`src/rtl/uart_alu_if_pkg.sv`:
```
`default_nettype none
// +----------------------------------------------------------------------------+
// | Module  : uart_alu_if_pkg                                                  |
// | Brief   : Shared widths, one-hot FSM encoding and ALU opcodes.             |
// | Revision: 1.0                                                              |
// +----------------------------------------------------------------------------+
package uart_alu_if_pkg;

   localparam int DEF_N_BITS_DATA = 8;
   localparam int DEF_N_BITS_OP   = 6;
   localparam int N_STATES        = 6;

   localparam logic [N_STATES-1:0] C_ST_WAIT_A  = 6'b000001;
   localparam logic [N_STATES-1:0] C_ST_WAIT_B  = 6'b000010;
   localparam logic [N_STATES-1:0] C_ST_WAIT_OP = 6'b000100;
   localparam logic [N_STATES-1:0] C_ST_EXEC    = 6'b001000;
   localparam logic [N_STATES-1:0] C_ST_SEND    = 6'b010000;
   localparam logic [N_STATES-1:0] C_ST_WAIT_TX = 6'b100000;

   typedef enum logic [N_STATES-1:0] {
      ST_WAIT_A  = C_ST_WAIT_A,
      ST_WAIT_B  = C_ST_WAIT_B,
      ST_WAIT_OP = C_ST_WAIT_OP,
      ST_EXEC    = C_ST_EXEC,
      ST_SEND    = C_ST_SEND,
      ST_WAIT_TX = C_ST_WAIT_TX
   } state_t;

   localparam logic [DEF_N_BITS_OP-1:0] C_OP_ADD = 6'h20;
   localparam logic [DEF_N_BITS_OP-1:0] C_OP_SUB = 6'h22;
   localparam logic [DEF_N_BITS_OP-1:0] C_OP_AND = 6'h24;
   localparam logic [DEF_N_BITS_OP-1:0] C_OP_OR  = 6'h25;
   localparam logic [DEF_N_BITS_OP-1:0] C_OP_XOR = 6'h26;
   localparam logic [DEF_N_BITS_OP-1:0] C_OP_NOR = 6'h27;
   localparam logic [DEF_N_BITS_OP-1:0] C_OP_SRA = 6'h03;
   localparam logic [DEF_N_BITS_OP-1:0] C_OP_SRL = 6'h02;

endpackage
`default_nettype wire

```
`src/rtl/uart_alu_if_timeout.sv`:
```
`default_nettype none
// +----------------------------------------------------------------------------+
// | Module  : cmd_timeout_counter                                              |
// | Brief   : Idle-cycle counter; pulses expired on its last count.            |
// | Revision: 1.0                                                              |
// +----------------------------------------------------------------------------+
module cmd_timeout_counter #(
   parameter int TIMEOUT_CYCLES = 10_000_000,
   parameter int N_BITS_TIMEOUT = 24
) (
   input  logic clock,
   input  logic reset,
   input  logic enable,
   input  logic clear,
   output logic expired
);

   localparam logic [N_BITS_TIMEOUT-1:0] C_LAST = N_BITS_TIMEOUT'(TIMEOUT_CYCLES - 1);

   logic [N_BITS_TIMEOUT-1:0] r_count;

   assign expired = enable && (r_count == C_LAST);

   // Clearing at expiry keeps the increment from ever wrapping.
   always_ff @(posedge clock) begin
      if (reset || clear || !enable || expired) begin
         r_count <= '0;
      end else begin
         r_count <= r_count + N_BITS_TIMEOUT'(1);
      end
   end

endmodule
`default_nettype wire

```
`src/rtl/uart_alu_if.sv`:
```
`default_nettype none
// +----------------------------------------------------------------------------+
// | Module  : uart_alu_if                                                      |
// | Brief   : Assembles A/B/opcode bytes from UART RX, drives the ALU, and     |
// |           hands the result to UART TX.                                     |
// | Revision: 1.0                                                              |
// +----------------------------------------------------------------------------+
module uart_alu_if
   import uart_alu_if_pkg::*;
#(
   parameter int N_BITS_DATA    = DEF_N_BITS_DATA,
   parameter int N_BITS_OP      = DEF_N_BITS_OP,
   parameter int TIMEOUT_CYCLES = 10_000_000,
   parameter int N_BITS_TIMEOUT = 24
) (
   input  logic                   clock,
   input  logic                   reset,
   input  logic                   rx_done_tick,
   input  logic [N_BITS_DATA-1:0] rx_data_i,
   input  logic [N_BITS_DATA-1:0] alu_result_i,
   input  logic                   tx_done_tick,
   output logic [N_BITS_DATA-1:0] alu_a_o,
   output logic [N_BITS_DATA-1:0] alu_b_o,
   output logic [N_BITS_OP-1:0]   alu_op_o,
   output logic                   tx_start_o,
   output logic [N_BITS_DATA-1:0] tx_data_o,
   output logic                   busy_o,
   output logic                   overrun_o,
   output logic                   timeout_o
);

   state_t r_state;
   state_t w_next_state;

   logic [N_BITS_DATA-1:0] r_alu_a;
   logic [N_BITS_DATA-1:0] r_alu_b;
   logic [N_BITS_OP-1:0]   r_alu_op;
   logic [N_BITS_DATA-1:0] r_tx_data;
   logic                   r_overrun;
   logic                   r_timeout;

   logic w_load_a;
   logic w_load_b;
   logic w_load_op;
   logic w_load_tx;
   logic w_cnt_en;
   logic w_expired;
   logic w_overrun;
   logic w_timeout;

   cmd_timeout_counter #(
      .TIMEOUT_CYCLES (TIMEOUT_CYCLES),
      .N_BITS_TIMEOUT (N_BITS_TIMEOUT)
   ) u_timeout (
      .clock   (clock),
      .reset   (reset),
      .enable  (w_cnt_en),
      .clear   (rx_done_tick),
      .expired (w_expired)
   );

   always_ff @(posedge clock) begin
      if (reset) begin
         r_state <= ST_WAIT_A;
      end else begin
         r_state <= w_next_state;
      end
   end

   // A received byte always takes priority over a same-cycle timeout expiry.
   always_comb begin
      w_next_state = r_state;
      w_load_a     = 1'b0;
      w_load_b     = 1'b0;
      w_load_op    = 1'b0;
      w_load_tx    = 1'b0;
      w_cnt_en     = 1'b0;
      w_overrun    = 1'b0;
      w_timeout    = 1'b0;
      case (r_state)
         ST_WAIT_A: begin
            if (rx_done_tick) begin
               w_load_a     = 1'b1;
               w_next_state = ST_WAIT_B;
            end
         end
         ST_WAIT_B: begin
            w_cnt_en = 1'b1;
            if (rx_done_tick) begin
               w_load_b     = 1'b1;
               w_next_state = ST_WAIT_OP;
            end else if (w_expired) begin
               w_timeout    = 1'b1;
               w_next_state = ST_WAIT_A;
            end
         end
         ST_WAIT_OP: begin
            w_cnt_en = 1'b1;
            if (rx_done_tick) begin
               w_load_op    = 1'b1;
               w_next_state = ST_EXEC;
            end else if (w_expired) begin
               w_timeout    = 1'b1;
               w_next_state = ST_WAIT_A;
            end
         end
         ST_EXEC: begin
            w_overrun    = rx_done_tick;
            w_load_tx    = 1'b1;
            w_next_state = ST_SEND;
         end
         ST_SEND: begin
            w_overrun    = rx_done_tick;
            w_next_state = ST_WAIT_TX;
         end
         ST_WAIT_TX: begin
            w_overrun = rx_done_tick;
            if (tx_done_tick) begin
               w_next_state = ST_WAIT_A;
            end
         end
         default: begin
            w_next_state = ST_WAIT_A;
         end
      endcase
   end

   always_ff @(posedge clock) begin
      if (reset) begin
         r_alu_a   <= '0;
         r_alu_b   <= '0;
         r_alu_op  <= '0;
         r_tx_data <= '0;
         r_overrun <= 1'b0;
         r_timeout <= 1'b0;
      end else begin
         if (w_load_a)  r_alu_a   <= rx_data_i;
         if (w_load_b)  r_alu_b   <= rx_data_i;
         if (w_load_op) r_alu_op  <= rx_data_i[N_BITS_OP-1:0];
         if (w_load_tx) r_tx_data <= alu_result_i;
         r_overrun <= w_overrun;
         r_timeout <= w_timeout;
      end
   end

   assign alu_a_o    = r_alu_a;
   assign alu_b_o    = r_alu_b;
   assign alu_op_o   = r_alu_op;
   assign tx_data_o  = r_tx_data;
   assign overrun_o  = r_overrun;
   assign timeout_o  = r_timeout;
   assign tx_start_o = (r_state == ST_SEND);
   assign busy_o     = (r_state == ST_EXEC) || (r_state == ST_SEND) || (r_state == ST_WAIT_TX);

endmodule
`default_nettype wire
```
`config.mk`:
```
export PLATFORM = sky130hd
export DESIGN_NAME = uart_alu_if
export DESIGN_NICKNAME = d
export VERILOG_FILES = /design/src/rtl/uart_alu_if_pkg.sv /design/src/rtl/uart_alu_if_timeout.sv /design/src/rtl/uart_alu_if.sv
export SDC_FILE = /design/constraint.sdc
export NUM_CORES = 1
export LEC_CHECK = 0
export BUFFER_PORTS_ARGS = -buffer_cell sky130_fd_sc_hd__buf_2
export CAP_MARGIN = 20
export CORE_ASPECT_RATIO = 0.8
export CORE_MARGIN = 5
export CORE_UTILIZATION = 54
export DETAILED_ROUTE_END_ITERATION = 16
export PLACE_DENSITY_LB_ADDON = 0.1
export SLEW_MARGIN = 20
export SYNTH_ARGS = -nofsm -noshare
export SYNTH_HDL_FRONTEND = slang
export SYNTH_SLANG_ARGS = --single-unit
```
`constraint.sdc`:
```
create_clock -name clock -period 2.68 [get_ports clock]
set_input_delay 0.536 -clock clock [delete_from_list [all_inputs] [get_ports clock]]
set_output_delay 0.536 -clock clock [all_outputs]
set_load 0.05 [all_outputs]
```
==> summary.txt <==
outcome -> finished clean
CTS Hold Bufs -> 0
syn nets -> 308
clock power share -> 45.1%
Port Buffers -> 53
final-report setup violation count -> 0
CTS tree -> built
initial antenna violation count -> 0
hold path startpoint -> alu_result_i[3]
Finished Layout Cells -> 404
TNS Setup -> 0 ns
total global-route track usage -> 19.3%
setup bufs post-CTS -> 0
mapped cell area -> 0.00265 mm2
Period Utilization, post-route -> 85.7%
Netlist cell types -> 47
Post-synth EDFFs -> 0
worst-path cell chain -> or4_4 > or4b_4 > o41ai_4 > buf_4 > nor2_1
1st-iter DRT viols -> 121
fin. max-slew vios -> 0
placed cells -> 388
Worst Reg2Reg Path Length in Cells -> 5
critical path depth in cells -> 5
worst path bufs/invs -> 1
Seq/Total Area, Yosys -> 46.8%
Pint -> 1500 uW
Reg power frac -> 48.1%
Max Cap Viol -> 0
WP data arrival -> 2.52 ns
Area growth, synth to finish -> 19.3%
CTS clk-pin slew, worst paths -> 0.07 ns
P_sw -> 465 uW
Setup crit end kind -> flop
DIE AREA -> 0.00642 mm2
Num CTS Buffers -> 9
I/O pin total -> 54
Core Box Area -> 0.00468 mm2
GRT Residual Overflow -> 0
Fin. Hold Viols -> 0
CP startpoint -> r_state[0]
first-pass GRT wire length -> 9610 um
synth top area cells -> dfxtp_1 47%, mux2i_1 11%, nor2_1 7.9%
global placement routability congestion -> 0.750
CP top delay family -> simple AND/OR/NAND/NOR gates
P_leak -> 0.00140 uW
most common cell in the synthesized netlist -> dfxtp_1
HPWL reported at the end of detailed placement -> 4110 um
H-tree levels -> 3
fraction of layout cells with a size suffix above 1 -> 23.3%
Via Count -> 2247
final setup margin -> 0.383 ns
critical-path maximum fanout -> 19
Synth Register Bits -> 62
fraction of power spent switching nets -> 23.6%
power per cell area -> 623 mW/mm2
RSZ-0062 raised after global routing -> false
post_cts resized -> 0
Ant. Diodes -> 0
Tmin final -> 2.30 ns
ANT nets after route -> 0
Comb power frac -> 6.8%
vias in the first global route -> 2076
worst hold stages -> 3
Max Root-Sink Buffers -> 2
die height -> 72.7 um
Initial Util -> 56.7%
Main synth FF type -> dfxtp_1
WP data required -> 2.91 ns
Tightest Pin Transition -> 0.656 ns
HP Class -> in2reg
Avg Vias per Cell -> 5.56
Slowest cell on crit path -> or4_4
asr flop ratio synth -> 0%
Setup crit start kind -> flop
routed length per instance -> 14.6 um
Yosys warnings -> 0
Total Routed Length -> 5900 um
R2R Path Start -> r_state[0]
final hold slack -> 0.426 ns
DRT Pass-1 Iters -> 5
Synth top area share -> 46.8%
Syn Area/Cell -> 9.24 um2
Nets -> 360
top cells by count, synth -> 62 x dfxtp_1, 56 x nor2_1, 30 x mux2i_1, 13 x xnor2_1
Worst Setup Slack post-DPL -> 0.380 ns
Clk Latency, worst-skew pair -> 0.34 ns
clk root buf -> clkbuf_8
Peak VDD IR -> 0.523 mV
Synth area leader -> dfxtp_1
Die X -> 88.3 um
max frequency -> 435 MHz
residual DRC count -> 0
Final Util -> 67.6%
Slew headroom -> 56.1%
CP Class -> reg2reg
max incr delay on CP -> 0.58 ns
Rows -> 22
Sink Count -> 62
largest net degree at the start of global routing -> 39
Mapped Cells -> 287
clk_skew -> 0.0116 ns
[cell type report]
class	instances	area, um2
inverters	5	18.8
multi-input cells	203	1310
flip-flops and latches	62	1240
clock inverters	6	86.3
clock buffers	10	128
well taps	60	75.1
repair buffers	58	303
fillers	406	1520
[worst paths after layout]
check                     endpoint  slack [ns]
max          u_timeout.r_count[10]        0.38
min                   tx_data_o[3]        0.43
max reg2reg  u_timeout.r_count[10]        0.38
min reg2reg   u_timeout.r_count[0]        0.48
[power groups by stage]
stage	Sequential, uW	Clock (uW)	Combinational (uW)
2_1_floorplan	999	0	67.9
4_1_cts	947	908	136
6_report	947	887	135
3_3_place_gp	966	0	134
5_1_grt	949	953	145
3_5_place_dp	968	0	135
[routing by layer]
layer | vias to the layer above | wire (um) | track usage, % | part of all wire, %
met5 | - | 0 | 0 | 0
met4 | 0 | 51 | 5.37 | 0.86
met3 | 6 | 413 | 9.59 | 7.0
met2 | 54 | 2680 | 27.9 | 45
met1 | 1069 | 2760 | 25.6 | 47
li1 | 1118 | - | - | -
[worst reg2reg max path, stage by stage, from the launching register on]
cell and delay, ns:
dfxtp_1 0.38, or4_4 0.58, or4b_4 0.58, o41ai_4 0.28, buf_4 0.28, nor2_1 0.08
[state kept, by name, summed over array words and instances, names as in the netlist]
| signal | flops |
|---|---|
| alu_op_o | 6 |
| r_state | 6 |
| u_timeout.r_count | 24 |
| alu_b_o | 8 |
| alu_a_o | 8 |
| overrun_o | 1 |
| tx_data_o | 8 |
| timeout_o | 1 |
[per-stage QoR]
| stage | power (uW) | area, um2 |
|---|---|---|
| floorplan | 1070 | 2650 |
| CTS | 1990 | 3160 |
| detailed placement | 1100 | 2950 |
| finish | 1970 | 3160 |
| global placement | 1100 | 2950 |
| global route | 2050 | 3160 |
[cells in the final DEF (no fill, tap or decap), drive strengths merged, types with 2 or more instances in the layout]
master	n
nand4	6
inv	5
a211o	2
nor2	56
o41ai	2
nor3b	2
or3	5
nand2	9
or4	6
nor4b	2
mux2i	30
xor2	2
nor4	9
nand3	13
nor3	5
o31ai	4
dfxtp	62
o21ai	5
and3b	2
bufinv	2
a21oi	12
clkinv	3
xnor2	13
buf	58
clkbuf	10
[cell families (layout without fill, tap and decap cells)]
logic type,after synthesis,in the layout,share of synthesized area (%)
compound gates,31,31,8.07
xor+xnor,15,15,4.96
fa+ha+maj,1,1,0.472
buf+inv,22,79,3.78
flops,62,62,46.8
mux,30,30,11.3
simple gates,126,126,24.6
Power figures use the tool's default switching activity.
